**src/rtl/fetch_unit_buf.sv**
```systemverilog
`default_nettype none
// ============================================================================
// Module      : fetch_unit_buf
// Description : Pipelined instruction fetch with in-order instruction buffer,
//               up to MAX_OUTST IMEM requests in flight, and redirect/flush.
// Revision    : 1.0 - initial release
// ============================================================================
module fetch_unit_buf #(
  parameter int              XLEN      = 32,
  parameter int              DEPTH     = 4,
  parameter int              MAX_OUTST = 2,
  parameter logic [XLEN-1:0] RESET_PC  = '0
) (
  input  logic            clk,
  input  logic            rst,
  input  logic            redirect,
  input  logic [XLEN-1:0] redirect_pc,
  output logic            proc_req,
  output logic [XLEN-1:0] mem_addr,
  input  logic            mem_rdy,
  input  logic            mem_valid,
  input  logic [XLEN-1:0] mem_rdata,
  output logic            instr_valid,
  output logic [XLEN-1:0] instr,
  output logic [XLEN-1:0] instr_pc,
  input  logic            instr_ready,
  output logic            stall
);

  localparam int c_cnt_w = $clog2(MAX_OUTST + 1);
  localparam int c_lvl_w = $clog2(DEPTH + 1);
  localparam int c_sum_w = c_lvl_w + 1;
  localparam int c_aw    = $clog2(DEPTH);
  localparam int c_qw    = (MAX_OUTST > 1) ? $clog2(MAX_OUTST) : 1;

  logic [XLEN-1:0]    r_pc;
  logic [c_cnt_w-1:0] r_outst;
  logic [c_cnt_w-1:0] r_drop;
  logic [c_lvl_w-1:0] r_count;
  logic [c_aw-1:0]    r_wp;
  logic [c_aw-1:0]    r_rp;
  logic [c_qw-1:0]    r_qwp;
  logic [c_qw-1:0]    r_qrp;
  logic [XLEN-1:0]    r_data [DEPTH];
  logic [XLEN-1:0]    r_ipc  [DEPTH];
  logic [XLEN-1:0]    r_pq   [MAX_OUTST];

  logic [c_sum_w-1:0] w_sum_od;
  logic [c_sum_w-1:0] w_sum_oc;
  logic [c_sum_w-1:0] w_drop_redir;
  logic               w_issue;
  logic               w_live;
  logic               w_drop_hit;
  logic               w_push;
  logic               w_pop;

  function automatic logic [c_qw-1:0] q_inc(input logic [c_qw-1:0] p);
    return (p == c_qw'(MAX_OUTST - 1)) ? '0 : p + 1'b1;
  endfunction

  assign w_sum_od = c_sum_w'(r_outst) + c_sum_w'(r_drop);
  assign w_sum_oc = c_sum_w'(r_outst) + c_sum_w'(r_count);

  // Buffer space is reserved at issue time, so live responses always fit.
  assign proc_req = rst && !redirect &&
                    (w_sum_od < c_sum_w'(MAX_OUTST)) &&
                    (w_sum_oc < c_sum_w'(DEPTH));
  assign mem_addr = r_pc;

  assign w_issue    = proc_req && mem_rdy;
  assign w_drop_hit = mem_valid && (r_drop != '0);
  assign w_live     = mem_valid && (r_drop == '0) && (r_outst != '0);
  assign w_push     = w_live && !redirect;
  assign w_pop      = instr_valid && instr_ready && !redirect;

  // Every request still in flight at a redirect becomes stale; a beat arriving
  // in the redirect cycle retires one of them.
  assign w_drop_redir = w_sum_od - c_sum_w'(mem_valid && (w_sum_od != '0));

  assign instr_valid = (r_count != '0);
  assign stall       = !instr_valid;
  assign instr       = instr_valid ? r_data[r_rp] : '0;
  assign instr_pc    = instr_valid ? r_ipc[r_rp]  : '0;

  always_ff @(posedge clk or negedge rst) begin
    if (!rst) begin
      r_pc    <= RESET_PC;
      r_outst <= '0;
      r_drop  <= '0;
      r_count <= '0;
      r_wp    <= '0;
      r_rp    <= '0;
      r_qwp   <= '0;
      r_qrp   <= '0;
    end else if (redirect) begin
      r_pc    <= redirect_pc;
      r_outst <= '0;
      r_drop  <= c_cnt_w'(w_drop_redir);
      r_count <= '0;
      r_wp    <= '0;
      r_rp    <= '0;
      r_qwp   <= '0;
      r_qrp   <= '0;
    end else begin
      if (w_issue) begin
        r_pc  <= r_pc + XLEN'(4);
        r_qwp <= q_inc(r_qwp);
      end
      if (w_push) begin
        r_wp  <= r_wp + 1'b1;
        r_qrp <= q_inc(r_qrp);
      end
      if (w_pop) begin
        r_rp <= r_rp + 1'b1;
      end
      if (w_drop_hit) begin
        r_drop <= r_drop - 1'b1;
      end
      r_count <= r_count + c_lvl_w'(w_push) - c_lvl_w'(w_pop);
      r_outst <= r_outst + c_cnt_w'(w_issue) - c_cnt_w'(w_live);
    end
  end

  // Payload storage needs no reset: validity is carried by the counters.
  always_ff @(posedge clk) begin
    if (w_issue) begin
      r_pq[r_qwp] <= r_pc;
    end
    if (w_push) begin
      r_data[r_wp] <= mem_rdata;
      r_ipc[r_wp]  <= r_pq[r_qrp];
    end
  end

endmodule
`default_nettype wire

```
**config.mk**
```make
export PLATFORM = sky130hd
export DESIGN_NAME = fetch_unit_buf
export DESIGN_NICKNAME = d
export VERILOG_FILES = /design/src/rtl/fetch_unit_buf.sv
export SDC_FILE = /design/constraint.sdc
export NUM_CORES = 1
export LEC_CHECK = 0
export ABC_AREA = 0
export ABC_CLOCK_PERIOD_IN_PS = 10000
export CORE_ASPECT_RATIO = 0.6
export CORE_MARGIN = 10
export CORE_UTILIZATION = 50
export DETAILED_ROUTE_END_ITERATION = 16
export GPL_TIMING_DRIVEN = 0
export HOLD_SLACK_MARGIN = 0.1
export PLACE_DENSITY = 0.83
export SKIP_CTS_REPAIR_TIMING = 1
export SLEW_MARGIN = 20
export SYNTH_ARGS = -nofsm -noshare
export SYNTH_HDL_FRONTEND = slang
export SYNTH_SLANG_ARGS = --single-unit
```
**constraint.sdc**
```tcl
create_clock -name clk -period 10 [get_ports clk]
set_input_delay 2 -clock clk [delete_from_list [all_inputs] [get_ports clk]]
set_output_delay 2 -clock clk [all_outputs]
set_load 0.02 [all_outputs]
```
-- Word level (Yosys, flattened, before mapping)
Memory sizes are Yosys's and may differ from the RTL's.
Cells that the tools add are included.
- memory bits (writable): 320
- memories: 3
- input port bits: 70
- logic and storage cells: 70
- register bits after elaboration: 45
- memory list (memory ; words ; bits a word ; rd ports ; clocked after Yosys merged registers in ; wr ports ; line ; text):
    r_data ; 4 ; 32 ; 1 ; 0 ; 1 ; 44 ; logic [XLEN-1:0] r_data [DEPTH];
    r_ipc ; 4 ; 32 ; 1 ; 0 ; 1 ; 45 ; logic [XLEN-1:0] r_ipc [DEPTH];
    r_pq ; 2 ; 32 ; 1 ; 0 ; 1 ; 46 ; logic [XLEN-1:0] r_pq [MAX_OUTST];
- add/subtract/negate cells: 13
- reductions and logical operators: 22
- $lt $le $gt $ge: 2
- mux-type cells: 22
- operators with widths (kind ; number):
    $mux W32 ; 4
    $add A32 B3 Y32 const B ; 1
    $mux W2 ; 7
    $reduce_bool A2 Y1 ; 6
    $logic_and A1 B1 Y1 ; 11
    $mux W1 ; 10
    $add A2 B1 Y2 const B ; 2
    $add A2 B3 Y4 ; 1
    $lt A4 B3 Y1 const B ; 1
    $reduce_bool A4 Y1 ; 1
    $sub A2 B1 Y2 ; 2
    $add A2 B2 Y3 ; 1
    $add A3 B1 Y3 ; 1
    $lt A3 B2 Y1 const B ; 1
    $mux W3 ; 1
    $reduce_bool A3 Y1 ; 1
    $sub A3 B1 Y3 ; 1
    $add A1 B1 Y1 const B ; 2
    $add A2 B1 Y2 ; 1
    $logic_not A1 Y1 ; 2
    $logic_not A2 Y1 ; 1
    $sub A2 B1 Y2 const B ; 1

-- Longest topological paths before layout
- word-level depth: 8
- gate-level depth with buffers: 14

-- Least setup slack after synthesis
OpenSTA, ideal clock, no wires.
- kind: in2out
- start: in redirect
- end: out proc_req
- stages: 3
- setup slack: 4.963 ns
- arrival time: 3.037 ns
- cells stage by stage: buf_6 or4b_4 nor3_2
- longest elaborated chain between the ends: 4
- RTL lines (item ; line ; text):
    start: declaration ; 16 ; input logic redirect,
    $logic_not A1 Y1 ; 65 ; assign proc_req = rst && !redirect &&
    $logic_and A1 B1 Y1 (2 in a row) ; 65 ;
    $logic_and A1 B1 Y1 ; 66 ; (w_sum_od < c_sum_w'(MAX_OUTST)) &&
    end: declaration ; 18 ; output logic proc_req,
No other way between the ends.

-- Worst setup path in the final report
Same ends and word-level chain as after synthesis.

==> impl_metrics.sql <==
INSERT INTO impl_metrics (metric_group, metric, value, unit) VALUES
('run_status', 'outcome', 'finished clean', ''),
('cts', 'cts_buffers', '34', ''),
('synth', 'synth_area_leader_cell', 'edfxtp_1', ''),
('critical_path', 'timing.critical_path.max_delay_family', 'buffers and inverters', ''),
('critical_path', 'worstReg2RegEnd', 'r_outst[1]$_DFF_PN0_', ''),
('synth', 'synthMostInstantiatedCell', 'edfxtp_1', ''),
('cts', 'insertion_delay', '0.53', 'ns'),
('floorplanning', 'fp.dieArea', '36900', 'um^2'),
('job', 'max_cap_violations', '0', ''),
('grt', 'grt_first_pass_wirelength', '53.1', 'mm'),
('worst_hold_path', 'hp-class', 'reg2reg', ''),
('critical_path', 'arrival_time_worst_endpoint', '4.10', 'ns'),
('synth', 'seq_area_frac_synth', '72.9', '%'),
('critical_path', 'critical-path-slowest-cell', 'clkdlybuf4s50_1', ''),
('synth', 'synth_commonest_cells', 'edfxtp_1 (320), and2_1 (75), mux4_2 (64)', ''),
('floorplanning', 'pin_count', '169', ''),
('drt', 'wl_met2', '16.3', 'mm'),
('synth', 'avgSynthCellArea', '18.0', 'um^2'),
('synth', 'synth_top_area_share', '65.2', '%'),
('timing', 'fin_crit_sh', '61.0', '%'),
('placed_design', 'io_buffers', '168', ''),
('timing', 'finalMaxSlewViolations', '0', ''),
('drt', 'drt_wl_total', '34.6', 'mm'),
('drt', 'firstDrtPassIters', '5', ''),
('grt', 'global_router_s_overall_resource_usage', '18.6', '%'),
('critical_path', 'critical_path_class', 'in2out', ''),
('drt', 'routedWlPerCell', '23.8', 'um'),
('critical_path', 'critPathLaunchType', 'primary input', ''),
('drt', 'dr.first_iter.drc_count', '768', ''),
('synth', 'synth_seq_cells', '365', ''),
('cts', 'clockBufferDepth', '3', ''),
('grt', 'number_of_antenna_violations_at_the_first_check_in_global_routing', '1', ''),
('placed_design', 'dp_hpwl', '23.4', 'mm'),
('cts', 'cts_root_buf', 'clkbuf_16', ''),
('final_layout', 'fin_nets', '1112', ''),
('grt', 'globalRouteOverflowTotal', '0', ''),
('worst_hold_path', 'hold_depth', '0', ''),
('worst_hold_path', 'min-delay-start', 'mem_addr[1]$_DFFE_PN0P_', ''),
('critical_path', 'crit_path_cell_trace', 'clkdlybuf4s50_1 -> buf_6 -> or4b_4 -> nor3_2 -> clkdlybuf4s50_1', ''),
('critical_path', 'rrSetupSlack', '6.57', 'ns'),
('drt', 'vias_per_cell', '5.66', ''),
('timing', 'rsz0062_at_grt', 'false', ''),
('grt', 'grt_max_degree', '48', ''),
('timing', 'skew', '0.0209', 'ns'),
('final_layout', 'n_antenna_cell', '0', ''),
('drt', 'met1_routed_length', '15.1', 'mm'),
('drt', 'detail_route.drc_violations', '0', ''),
('timing', 'max_freq', '164', 'MHz'),
('timing', 'final_period_minus_worst_setup_slack', '6.10', 'ns'),
('critical_path', 'max_stage_delay', '0.66', 'ns'),
('critical_path', 'r2r_start', 'r_outst[0]$_DFF_PN0_', ''),
('placed_design', 'routabilityCongestion', '0.922', ''),
('timing', 'final.setup.tns', '0', 'ns'),
('cts', 'tritoncts_num_sinks', '365', ''),
('final_layout', 'syn2layout_area_growth', '23.6', '%'),
('cts', 'cts_tree', 'done', ''),
('critical_path', 'critical-path-top-cell-by-count', 'clkdlybuf4s50_1', ''),
('floorplanning', 'core-area', '28900', 'um^2'),
('drt', 'met3RoutedLength', '2.63', 'mm'),
('synth', 'synth_cells', '817', ''),
('synth', 'post_synth_edffs', '320', ''),
('floorplanning', 'fp.dieW', '242', 'um'),
('drt', 'dr_total_vias', '8226', ''),
('synth', 'warnings_synthesis', '0', ''),
('critical_path', 'rr_worst_depth', '14', ''),
('cts', 'cts.reportedPaths.clkPinSlew', '0.06', 'ns'),
('critical_path', 'worstPathBufferInverterCount', '3', ''),
('critical_path', 'critPathMaxFanout', '10', ''),
('timing', 'slew_headroom', '30.3', '%'),
('drt', 'dr.max_layer_used', 'met5', ''),
('critical_path', 'setup.worst_path.end_class', 'primary output', '');
## logic make-up after synthesis
| family | share of synthesized area, % |
|---|---|
| buffers and inverters | 1.61 |
| AO/OA/AOI/OAI | 2.39 |
| multiplexers | 12.8 |
| adder cells (fa/ha/maj) | 1.38 |
| XOR/XNOR | 1.25 |
| AND/OR/NAND/NOR | 7.67 |
| flip-flops | 72.9 |
## metrics by stage
step	hold slack [ns]	worst slack (ns)	cells	power, mW	area (um^2)
6_report	0.517	3.90	1453	4.26	18200
3_3_place_gp	0.495	1.87	1385	2.97	16900
4_1_cts	0.520	3.92	1453	4.31	18200
5_1_grt	0.560	3.85	1453	4.44	18200
3_5_place_dp	0.501	3.92	1391	2.99	17100
2_1_floorplan	0.524	4.96	817	2.45	14700
## state kept, by name (all words and copies together), names as in the netlist, 2 cells and up
register,count
mem_addr,32
r_pq,64
r_rp,2
r_data,128
r_ipc,128
r_wp,2
r_drop,2
r_count,3
r_outst,2
## per-layer routing
layer / vias up / global-route usage [%]
li1: 3609 / -
met1: 4253 / 26.4
met2: 315 / 28.9
met3: 47 / 4.05
met4: 2 / 4.11
met5: - / 0
## worst max-delay path by stage
stage | startpoint | end | slack (ns) | cells after the start
after CTS | redirect | proc_req | 3.92 | 5
after global routing | rst | proc_req | 3.85 | 4
after detailed placement | redirect | proc_req | 3.92 | 5
after global placement | rst | r_pq[0][19]$_DFFE_PP_ | 1.87 | 7
final | redirect | proc_req | 3.90 | 5
after floorplan | redirect | proc_req | 4.96 | 3
## layout by cell type, fill, tap and decap left out, drive strengths merged, types with 6 or more instances in the layout
master,count
clkinv,11
mux4,64
clkdlybuf4s50,167
inv,20
nand2,37
o211ai,8
nor2,27
clkinvlp,8
nand3,21
and2,75
clkbuf,63
dfrtp,45
nand4,14
nor3,6
buf,21
xnor2,12
ha,13
edfxtp,320
xor2,9
o21ai,19
mux2,37
## power breakdown
| part | internal (mW) | total [mW] | switching [mW] | leakage (nW) |
|---|---|---|---|---|
| sequential | 1.73 | 1.79 | 0.0616 | 3.45 |
| combinational | 0.531 | 1.15 | 0.615 | 2.06 |
| clock | 0.744 | 1.32 | 0.575 | 0.527 |
| total | 3.01 | 4.26 | 1.25 | 6.03 |
## worst register-to-register path: cells and delay by family (launching register included)
| family | cells | cell delay, ns |
|---|---|---|
| adder cells (fa/ha/maj) | 4 | 1.17 |
| buffers and inverters | 5 | 1.00 |
| flip-flops | 1 | 0.43 |
| XOR/XNOR | 2 | 0.28 |
| AND/OR/NAND/NOR | 3 | 0.41 |
## cell type report
cell class                 instances  area (um^2)
inverter                          19         71.3
tap                              400          500
multi-input combinational        394         3770
clock buffer                      38          876
sequential                       365        10700
buffer                            39          166
timing repair buffer             174         1820
fill                            2054        10700
clock inverter                    24          253
Power figures use the tool's default switching activity.
